===== src/rtl/floatingpointpkg.sv =====
// Shared floating-point types and the arbiter FSM state encoding.
// Latency: n/a (types only).
// Backpressure: n/a.
package floatingpointpkg;

    typedef logic [31:0] float;

    typedef enum logic [1:0] {
        IDLE  = 2'd0,
        ISSUE = 2'd1,
        WAIT  = 2'd2,
        RESP  = 2'd3
    } arb_state_t;

endpackage


===== src/rtl/fp_rr_picker.sv =====
// Round-robin picker: first set request at or after ptr, wrapping to 0.
// Latency: combinational.
// Backpressure: none; the caller decides when the pick is consumed.
module fp_rr_picker #(
    parameter int NREQ = 4,
    parameter int PW   = (NREQ > 1) ? $clog2(NREQ) : 1
) (
    input  logic [NREQ-1:0] req,
    input  logic [PW-1:0]   ptr,
    output logic            gnt_vld,
    output logic [PW-1:0]   gnt_idx
);

    logic [2*NREQ-1:0] req_rot_wide;
    logic [NREQ-1:0]   req_rot;
    logic [PW:0]       idx_sum;
    logic [PW-1:0]     offset;

    assign req_rot_wide = {req, req} >> ptr;
    assign req_rot      = req_rot_wide[NREQ-1:0];

    // Lowest set bit of the rotated vector is the nearest requester after ptr.
    always_comb begin
        gnt_vld = 1'b0;
        offset  = '0;
        for (int i = NREQ - 1; i >= 0; i--) begin
            if (req_rot[i]) begin
                gnt_vld = 1'b1;
                offset  = i[PW-1:0];
            end
        end
    end

    always_comb begin
        idx_sum = {1'b0, ptr} + {1'b0, offset};
        if (idx_sum >= (PW+1)'(NREQ)) begin
            idx_sum = idx_sum - (PW+1)'(NREQ);
        end
        gnt_idx = idx_sum[PW-1:0];
    end

endmodule


===== src/rtl/fp_add_arbiter.sv =====
// Shares one floating-point adder among NREQ requesters, round-robin, with a WAIT timeout.
// Latency: req in IDLE at t -> ack/add_go at t+1 -> done at t+3+k (k = WAIT cycles before add_ready).
// Backpressure: requests are sampled only in IDLE; unserved requesters must hold req.
module fp_add_arbiter
    import floatingpointpkg::*;
#(
    parameter int NREQ    = 4,
    parameter int TIMEOUT = 64
) (
    input  logic            clk,
    input  logic            rst,
    input  logic [NREQ-1:0] req,
    input  float            opa [NREQ],
    input  float            opb [NREQ],
    output logic [NREQ-1:0] ack,
    output logic [NREQ-1:0] done,
    output float            rsp_result,
    output logic            rsp_zero,
    output logic            rsp_inf,
    output logic            rsp_nan,
    output logic            rsp_timeout,
    output logic            busy,
    output float            add_a,
    output float            add_b,
    output logic            add_go,
    input  float            add_result,
    input  logic            add_ready,
    input  logic            add_zero,
    input  logic            add_inf,
    input  logic            add_nan
);

    localparam int PW = (NREQ > 1) ? $clog2(NREQ) : 1;
    localparam int TW = $clog2(TIMEOUT + 1);
    localparam logic [TW-1:0] TLAST = TW'(TIMEOUT - 1);

    arb_state_t    state_q;
    arb_state_t    state_d;
    logic [PW-1:0] ptr_q;
    logic [PW-1:0] gidx_q;
    logic [TW-1:0] timer_q;
    logic          pick_vld;
    logic [PW-1:0] pick_idx;
    logic          timed_out;

    fp_rr_picker #(
        .NREQ (NREQ),
        .PW   (PW)
    ) u_picker (
        .req     (req),
        .ptr     (ptr_q),
        .gnt_vld (pick_vld),
        .gnt_idx (pick_idx)
    );

    // Timer is zero on the first WAIT cycle, so TLAST marks the TIMEOUT-th one.
    assign timed_out = (timer_q == TLAST);

    always_ff @(posedge clk) begin
        if (rst) begin
            state_q <= IDLE;
        end else begin
            state_q <= state_d;
        end
    end

    always_comb begin
        state_d = state_q;
        case (state_q)
            IDLE:    if (pick_vld) state_d = ISSUE;
            ISSUE:   state_d = WAIT;
            WAIT:    if (add_ready || timed_out) state_d = RESP;
            RESP:    state_d = IDLE;
            default: state_d = IDLE;
        endcase
    end

    always_comb begin
        ack    = '0;
        done   = '0;
        add_go = 1'b0;
        busy   = (state_q != IDLE);
        case (state_q)
            ISSUE: begin
                add_go      = 1'b1;
                ack[gidx_q] = 1'b1;
            end
            RESP:    done[gidx_q] = 1'b1;
            default: ;
        endcase
    end

    always_ff @(posedge clk) begin
        if (rst) begin
            ptr_q       <= '0;
            gidx_q      <= '0;
            timer_q     <= '0;
            add_a       <= '0;
            add_b       <= '0;
            rsp_result  <= '0;
            rsp_zero    <= 1'b0;
            rsp_inf     <= 1'b0;
            rsp_nan     <= 1'b0;
            rsp_timeout <= 1'b0;
        end else begin
            case (state_q)
                IDLE: begin
                    if (pick_vld) begin
                        gidx_q <= pick_idx;
                        add_a  <= opa[pick_idx];
                        add_b  <= opb[pick_idx];
                        ptr_q  <= (pick_idx == PW'(NREQ - 1)) ? '0 : pick_idx + 1'b1;
                    end
                end
                ISSUE: timer_q <= '0;
                WAIT: begin
                    timer_q <= timer_q + 1'b1;
                    // Ready wins over a coincident timeout.
                    if (add_ready) begin
                        rsp_result  <= add_result;
                        rsp_zero    <= add_zero;
                        rsp_inf     <= add_inf;
                        rsp_nan     <= add_nan;
                        rsp_timeout <= 1'b0;
                    end else if (timed_out) begin
                        rsp_result  <= '0;
                        rsp_zero    <= 1'b0;
                        rsp_inf     <= 1'b0;
                        rsp_nan     <= 1'b0;
                        rsp_timeout <= 1'b1;
                    end
                end
                default: ;
            endcase
        end
    end

endmodule


===== config.mk =====
export PLATFORM = sky130hd
export DESIGN_NAME = fp_add_arbiter
export DESIGN_NICKNAME = d
export VERILOG_FILES = /design/src/rtl/floatingpointpkg.sv /design/src/rtl/fp_rr_picker.sv /design/src/rtl/fp_add_arbiter.sv
export SDC_FILE = /design/constraint.sdc
export NUM_CORES = 1
export LEC_CHECK = 0
export CAP_MARGIN = 5
export CORE_AREA = 2 2 160 162
export DETAILED_ROUTE_END_ITERATION = 10
export DIE_AREA = 0 0 162 164
export PLACE_DENSITY = 0.76
export REMOVE_ABC_BUFFERS = 1
export SLEW_MARGIN = 20
export SYNTH_ARGS = -nofsm -noshare
export SYNTH_HDL_FRONTEND = slang
export SYNTH_SLANG_ARGS = --single-unit

===== constraint.sdc =====
create_clock -name clk -period 3 [get_ports clk]
set_input_delay 0.6 -clock clk [delete_from_list [all_inputs] [get_ports clk]]
set_output_delay 0.6 -clock clk [all_outputs]
set_load 0.02 [all_outputs]

==> results_dict.tcl, run 1 <==
set metrics [dict create \
    syn-instance-count 696 \
    whs_path_depth 2 \
    worstReg2RegStart "ptr_q[0]" \
    wl_mm 26.5 \
    diodes 0 \
    cts_tree "yes" \
    postCtsSetupBuffers 0 \
    hold_viol 0 \
    hold_slack_ns 0.468 \
    post-dp-hpwl_mm 20.0 \
    yosys_most_used_dff "dfxtp_1" \
    dp_cells 1407 \
    skew_ns 0.00800 \
    port_buffers 407 \
    setup_viol 0 \
    grt_usage 0.190 \
    synth.most_common_cell "mux2i_1" \
    synth_top_area_cell "dfxtp_1" \
    slew_viol_final 0 \
    routedWlPerCell_um 18.4 \
    synth_top_area_frac 0.333 \
    synth_area_leaders "dfxtp_1 (33%), mux2i_1 (19%), o221ai_1 (16%), a22o_1 (8.1%), a22oi_1 (3.9%)" \
    vias 7715 \
    netlist_top_cells_count "mux2i_1 (129), o221ai_1 (127), dfxtp_1 (113)" \
    rsz0062_at_grt "false" \
    peakVddDrop_mv 0.718 \
    crit_required_ns 3.30 \
    grt_pass1_wl_mm 40.1 \
    yosysSeqAreaShare 0.333 \
    worst_pin_slew_ns 0.588 \
    grt_overflow 0 \
    avgSynthCellArea_um2 9.77 \
    min_to "rsp_timeout" \
    slew_headroom 0.605 \
    start_util 0.274 \
    leakage_uw 0.00473 \
    cts_sinks 113 \
    synth_area_mm2 0.00680 \
    cts-root-buf "clkbuf_16" \
    outcome "finished clean" \
    gp_congestion 0.792 \
    min_period_ns 2.84 \
    grt_pass1_vias 7528 \
    critPathMaxFanout 22 \
    synth-edff-count 0 \
    remaining_drc_errors 0 \
    ios 408 \
    power-per-cell-area_mw_per_mm2 1020 \
    vias_per_cell 5.36 \
    cts.htree.levels 4 \
    clk_path_buf_depth 2 \
    async_reset_ff_frac 0 \
    cts_resized 0 \
    clk_latency_ns 0.41 \
    start_kind "input port" \
    area_growth_pct 77.7 \
    final.period_utilization 0.947 \
    coreArea_mm2 0.0248 \
    antenna_found_initial 0 \
    chipHeight_um 164 \
    fmax_ghz 0.352 \
    cp.arrival_ns 3.14 \
    grt_max_degree 71 \
    worstSetupPathType "in2reg" \
    synth_warnings 0 \
    drt_iter0_markers 389 \
    drv_cap 0 \
    min_path_type "reg2reg" \
    min_from "rsp_timeout" \
    final_cells 1439 \
    numCtsBuffers 17 \
    drtPass1Iterations 5 \
    die_w_um 162 \
    fp.dieArea_mm2 0.0266 \
    drive_gt1_frac 0.0920 \
    fin_nets 1400 \
    fp-row-count 58 \
    ys_ff_latch 113 \
    ant_nets 0 \
    postCtsHoldBufs 0 \
    cp-end-kind "register" \
    r2r_slack_ns 0.25 \
    clk_pin_slew_ns 0.06 \
    fillCellCount 2316 \
    reg2reg_depth 9 \
    regToRegEndpoint "add_b[23]" \
    ys_types 59 \
]
==> area by class of cell <==
class | instances | area, µm² | share of cell area
clock inverters | 13 | 163 | 0.0135
multi-input cells | 491 | 4130 | 0.342
repair buffers | 462 | 4640 | 0.384
clock buffers | 19 | 433 | 0.0359
flip-flops and latches | 113 | 2260 | 0.187
inverters | 11 | 41.3 | 0.00342
well taps | 330 | 413 | 0.0342
==> sequential cells by signal, summed over array words and instances, names as in the netlist <==
name and count:
rsp_result 32, rsp_timeout 1, state_q 2, gidx_q 2
ptr_q 2, rsp_inf 1, rsp_zero 1, timer_q 7
rsp_nan 1, add_b 32, add_a 32
==> worst max-delay path, cell delays in order <==
cell,delay [ns]
clkdlybuf4s50_1,0.45
inv_1,0.09
nor3_1,0.05
a311oi_1,0.31
o221ai_1,0.21
ha_4,0.38
buf_12,0.20
buf_12,0.14
mux2i_1,0.31
o221ai_1,0.15
a22o_1,0.21
==> report_power, final <==
part	switching (µW)	total, µW	internal [µW]
logic	3890	7890	4000
registers	335	2370	2040
clock network	756	2060	1310
==> per-layer routing <==
metal  wire length (µm)  track usage  up-vias
met5                  0            0        -
met4                372       0.0487        0
met3               2320       0.0609       25
met2              13300        0.345      389
met1              10600        0.216     3666
li1                   -            -     3635
==> cells in the final DEF, fill, tap and decap left out, types with 3 or more instances in the layout <==
master / synthesis / final
inv_1: 11 / 11
clkbuf_16: 0 / 17
a22o_1: 63 / 63
ha_1: 6 / 5
nand2_1: 9 / 9
nand3_1: 3 / 3
a21oi_1: 7 / 7
o221ai_1: 127 / 127
xor2_1: 4 / 4
dfxtp_1: 113 / 113
and3_1: 3 / 3
a22oi_1: 35 / 35
clkdlybuf4s50_1: 0 / 407
bufinv_16: 0 / 3
buf_4: 2 / 43
mux2i_1: 129 / 128
clkinvlp_4: 0 / 3
nor2_1: 49 / 48
clkinv_4: 0 / 3
mux2_2: 3 / 3
clkinv_2: 0 / 3
nand2b_1: 4 / 4
buf_12: 0 / 12
==> worst max-delay path by stage <==
stage	startpoint	to
after detailed placement	req[1]	add_b[23]
final	req[1]	add_b[23]
after global routing	req[0]	add_b[5]
after floorplan	req[1]	ptr_q[1]
after CTS	req[1]	add_b[23]
after global placement	req[1]	add_b[23]
==> cells by family (layout without fill, tap and decap cells) <==
kind of cell / Yosys count / count (layout) / synth area share
xor+xnor: 5 / 5 / 0.00644
compound gates: 260 / 260 / 0.327
simple gates: 88 / 88 / 0.0628
flops: 113 / 113 / 0.333
mux: 132 / 132 / 0.195
buf+inv: 92 / 505 / 0.0654
fa+ha+maj: 6 / 6 / 0.0110
==> per-stage QoR <==
stage / TNS [ns] / total power (µW) / worst slack (ns) / instance area [µm²] / util
global route: 0 / 13100 / 0.00685 / 12100 / 0.486
floorplan: -203.98 / 6040 / -3.30 / 6390 / -
finish: 0 / 12300 / 0.160 / 12100 / 0.486
CTS: 0 / 12400 / 0.179 / 12100 / 0.486
global placement: -5.09 / 10100 / -0.155 / 11500 / 0.462
detailed placement: -12.32 / 10300 / -0.254 / 11500 / 0.462
No activity file was read; power rests on OpenSTA's default activity.
==> inputs of run 2 (changes only) <==
--- a/config.mk
+++ b/config.mk
@@ -6,12 +6,13 @@
 export NUM_CORES = 1
 export LEC_CHECK = 0
 export CAP_MARGIN = 5
-export CORE_AREA = 2 2 160 162
+export CORE_AREA = 3 3 158 160
 export DETAILED_ROUTE_END_ITERATION = 10
-export DIE_AREA = 0 0 162 164
-export PLACE_DENSITY = 0.76
+export DIE_AREA = 0 0 161 163
+export PLACE_DENSITY = 0.73
 export REMOVE_ABC_BUFFERS = 1
 export SLEW_MARGIN = 20
 export SYNTH_ARGS = -nofsm -noshare
 export SYNTH_HDL_FRONTEND = slang
+export SYNTH_HIERARCHICAL = 1
 export SYNTH_SLANG_ARGS = --single-unit
==> run 2 against run 1 <==
Non-clock buffer count is 25 lower; area after synthesis shrank 17%; clock-buffer cell count grew 1; routed wire length decreased by 12%; clock power down 2%.
==> results_dict.tcl, run 2 <==
set metrics [dict create \
    outcome "finished clean" \
    worstReg2RegStart "ptr_q[1]" \
    fin_ws_ns 0.206 \
    leakage_uw 0.00390 \
    die_w_um 161 \
    p_int_uw 6590 \
    synth_top_area_cell "dfxtp_1" \
    vias_per_cell 4.73 \
    hold_viol 0 \
    drv_cap 0 \
    clk_pin_slew_ns 0.06 \
    worstSetupPathType "in2reg" \
    ys_types 46 \
    clk_latency_ns 0.40 \
    gp_congestion 0.808 \
    fmax_ghz 0.358 \
    cts-root-buf "clkbuf_16" \
    fin_tns_setup_ns 0 \
    cts_sinks 113 \
    grt_overflow 0 \
    async_reset_ff_frac 0 \
    slew_viol_final 0 \
    final_cells 1233 \
    p_clk_frac 0.196 \
    cts_resized 0 \
    min_from "rsp_nan" \
    start_util 0.239 \
    fp.dieArea_mm2 0.0262 \
    worst_pin_slew_ns 0.465 \
    yosys_most_used_dff "dfxtp_1" \
    grt_pass1_wl_mm 34.7 \
    cts_tree "yes" \
    synth.most_common_cell "dfxtp_1" \
    cp-end-kind "register" \
    drive_gt1_frac 0.146 \
    power-per-cell-area_mw_per_mm2 947 \
    critPathMaxFanout 14 \
    synth_area_mm2 0.00563 \
    seq_power_share 0.226 \
    layout_commonest_cell "clkdlybuf4s50_1" \
    fp-row-count 56 \
    drtPass1Iterations 4 \
    pre_cts_ws_ns -0.193 \
    routedWlPerCell_um 19.0 \
    yosysSeqAreaShare 0.402 \
    netlist_top_cells_count "dfxtp_1 (113), a22o_1 (64), mux4_2 (64)" \
    min_path_type "reg2reg" \
    p_switching_uw 3660 \
    syn-instance-count 488 \
    clk_path_buf_depth 2 \
    fin_nets 1205 \
    drt_iter0_markers 324 \
    cts.htree.levels 4 \
    antenna_found_initial 2 \
    p_sw_frac 0.358 \
    wl_mm 23.4 \
    port_buffers 407 \
    post-dp-hpwl_mm 18.4 \
    grt_pass1_vias 6149 \
    synth_top_area_frac 0.402 \
    grt_usage 0.172 \
    avgSynthCellArea_um2 11.5 \
    rsz0062_at_grt "false" \
    numCtsBuffers 17 \
    hold_slack_ns 0.472 \
    grt_max_degree 63 \
    crit_required_ns 3.30 \
    startpoint "req[3]" \
    vias 5828 \
    remaining_drc_errors 0 \
    chipHeight_um 163 \
    synth_area_leaders "dfxtp_1 (40%), mux4_2 (26%), a22o_1 (10%), a21oi_1 (3.7%), nand2_1 (3.1%)" \
    synth-edff-count 0 \
    skew_ns 0.00797 \
    pwr-share-comb 0.578 \
    postCtsSetupBuffers 0 \
    setup_viol 0 \
    synth_warnings 6 \
    start_kind "input port" \
    peakVddDrop_mv 0.551 \
    final_cell_mix "clkdlybuf4s50_1 (406), dfxtp_1 (113), mux4_2 (64), a22o_1 (64), nand2_1 (46)" \
    dp_cells 1199 \
    slew_headroom 0.690 \
    min_period_ns 2.79 \
    postCtsHoldBufs 0 \
    ant_nets 0 \
    ios 408 \
    cp.arrival_ns 3.09 \
    coreArea_mm2 0.0235 \
    area_growth_pct 92.2 \
    ys_ff_latch 113 \
    final.period_utilization 0.931 \
    reg_top3 "add_a (32), add_b (32), rsp_result (32)" \
]
-- run 2: cell type report --
type | instances | area (µm²)
flip-flops and latches | 113 | 2260
diodes | 2 | 5.00
multi-input cells | 323 | 3150
clock inverters | 12 | 134
well taps | 319 | 399
fillers | 2229 | 12700
clock buffers | 20 | 457
inverters | 7 | 26.3
repair buffers | 437 | 4390
-- run 2: through the flow --
step / util / cell area [µm²] / power, µW
after floorplan: - / 5400 / 5640
after global placement: 0.435 / 10200 / 8270
after detailed placement: 0.435 / 10200 / 8350
after global routing: 0.460 / 10800 / 10900
final: 0.460 / 10800 / 10300
after CTS: 0.460 / 10800 / 10400
-- run 2: routing by layer --
metal  routed length (µm)  global-route usage
met1                 8710               0.194
met3                 1970              0.0618
met4                  698              0.0727
met2                12000               0.296
met5                    0                   0
-- run 2: kinds of logic (layout without fill, tap and decap cells) --
kind of cell	after synthesis	count (layout)	synth area share
AO/OA/AOI/OAI	154	154	0.191
flip-flops	113	113	0.402
other	0	2	0
XOR/XNOR	6	6	0.00933
multiplexers	67	67	0.261
adder cells (fa/ha/maj)	8	8	0.0178
buffers and inverters	52	476	0.0453
AND/OR/NAND/NOR	88	88	0.0740
-- run 2: worst max-delay path, cell delays in order --
cell and delay (ns):
clkdlybuf4s50_1 0.46, nor2b_1 0.17, a21oi_1 0.14, o22ai_1 0.09, o21a_1 0.19, ha_4 0.16, xnor2_1 0.22, xnor2_2 0.18
buf_12 0.20, buf_12 0.15, mux4_2 0.30, a22o_1 0.20
-- run 2: path summary, 6_finish.rpt --
kind	endpoint	slack, ns	cells past startpoint
max	add_b[23]	0.21	12
min	rsp_nan	0.47	2
min reg2reg	rsp_nan	0.47	2
max reg2reg	add_b[23]	0.48	11
-- run 2: power by group through the flow --
stage | registers, µW | logic, µW | clock network [µW]
CTS | 2320 | 6040 | 2080
global route | 2380 | 6340 | 2150
detailed placement | 2330 | 6020 | 0
finish | 2320 | 5920 | 2010
global placement | 2330 | 5940 | 0
floorplan | 2890 | 2750 | 0
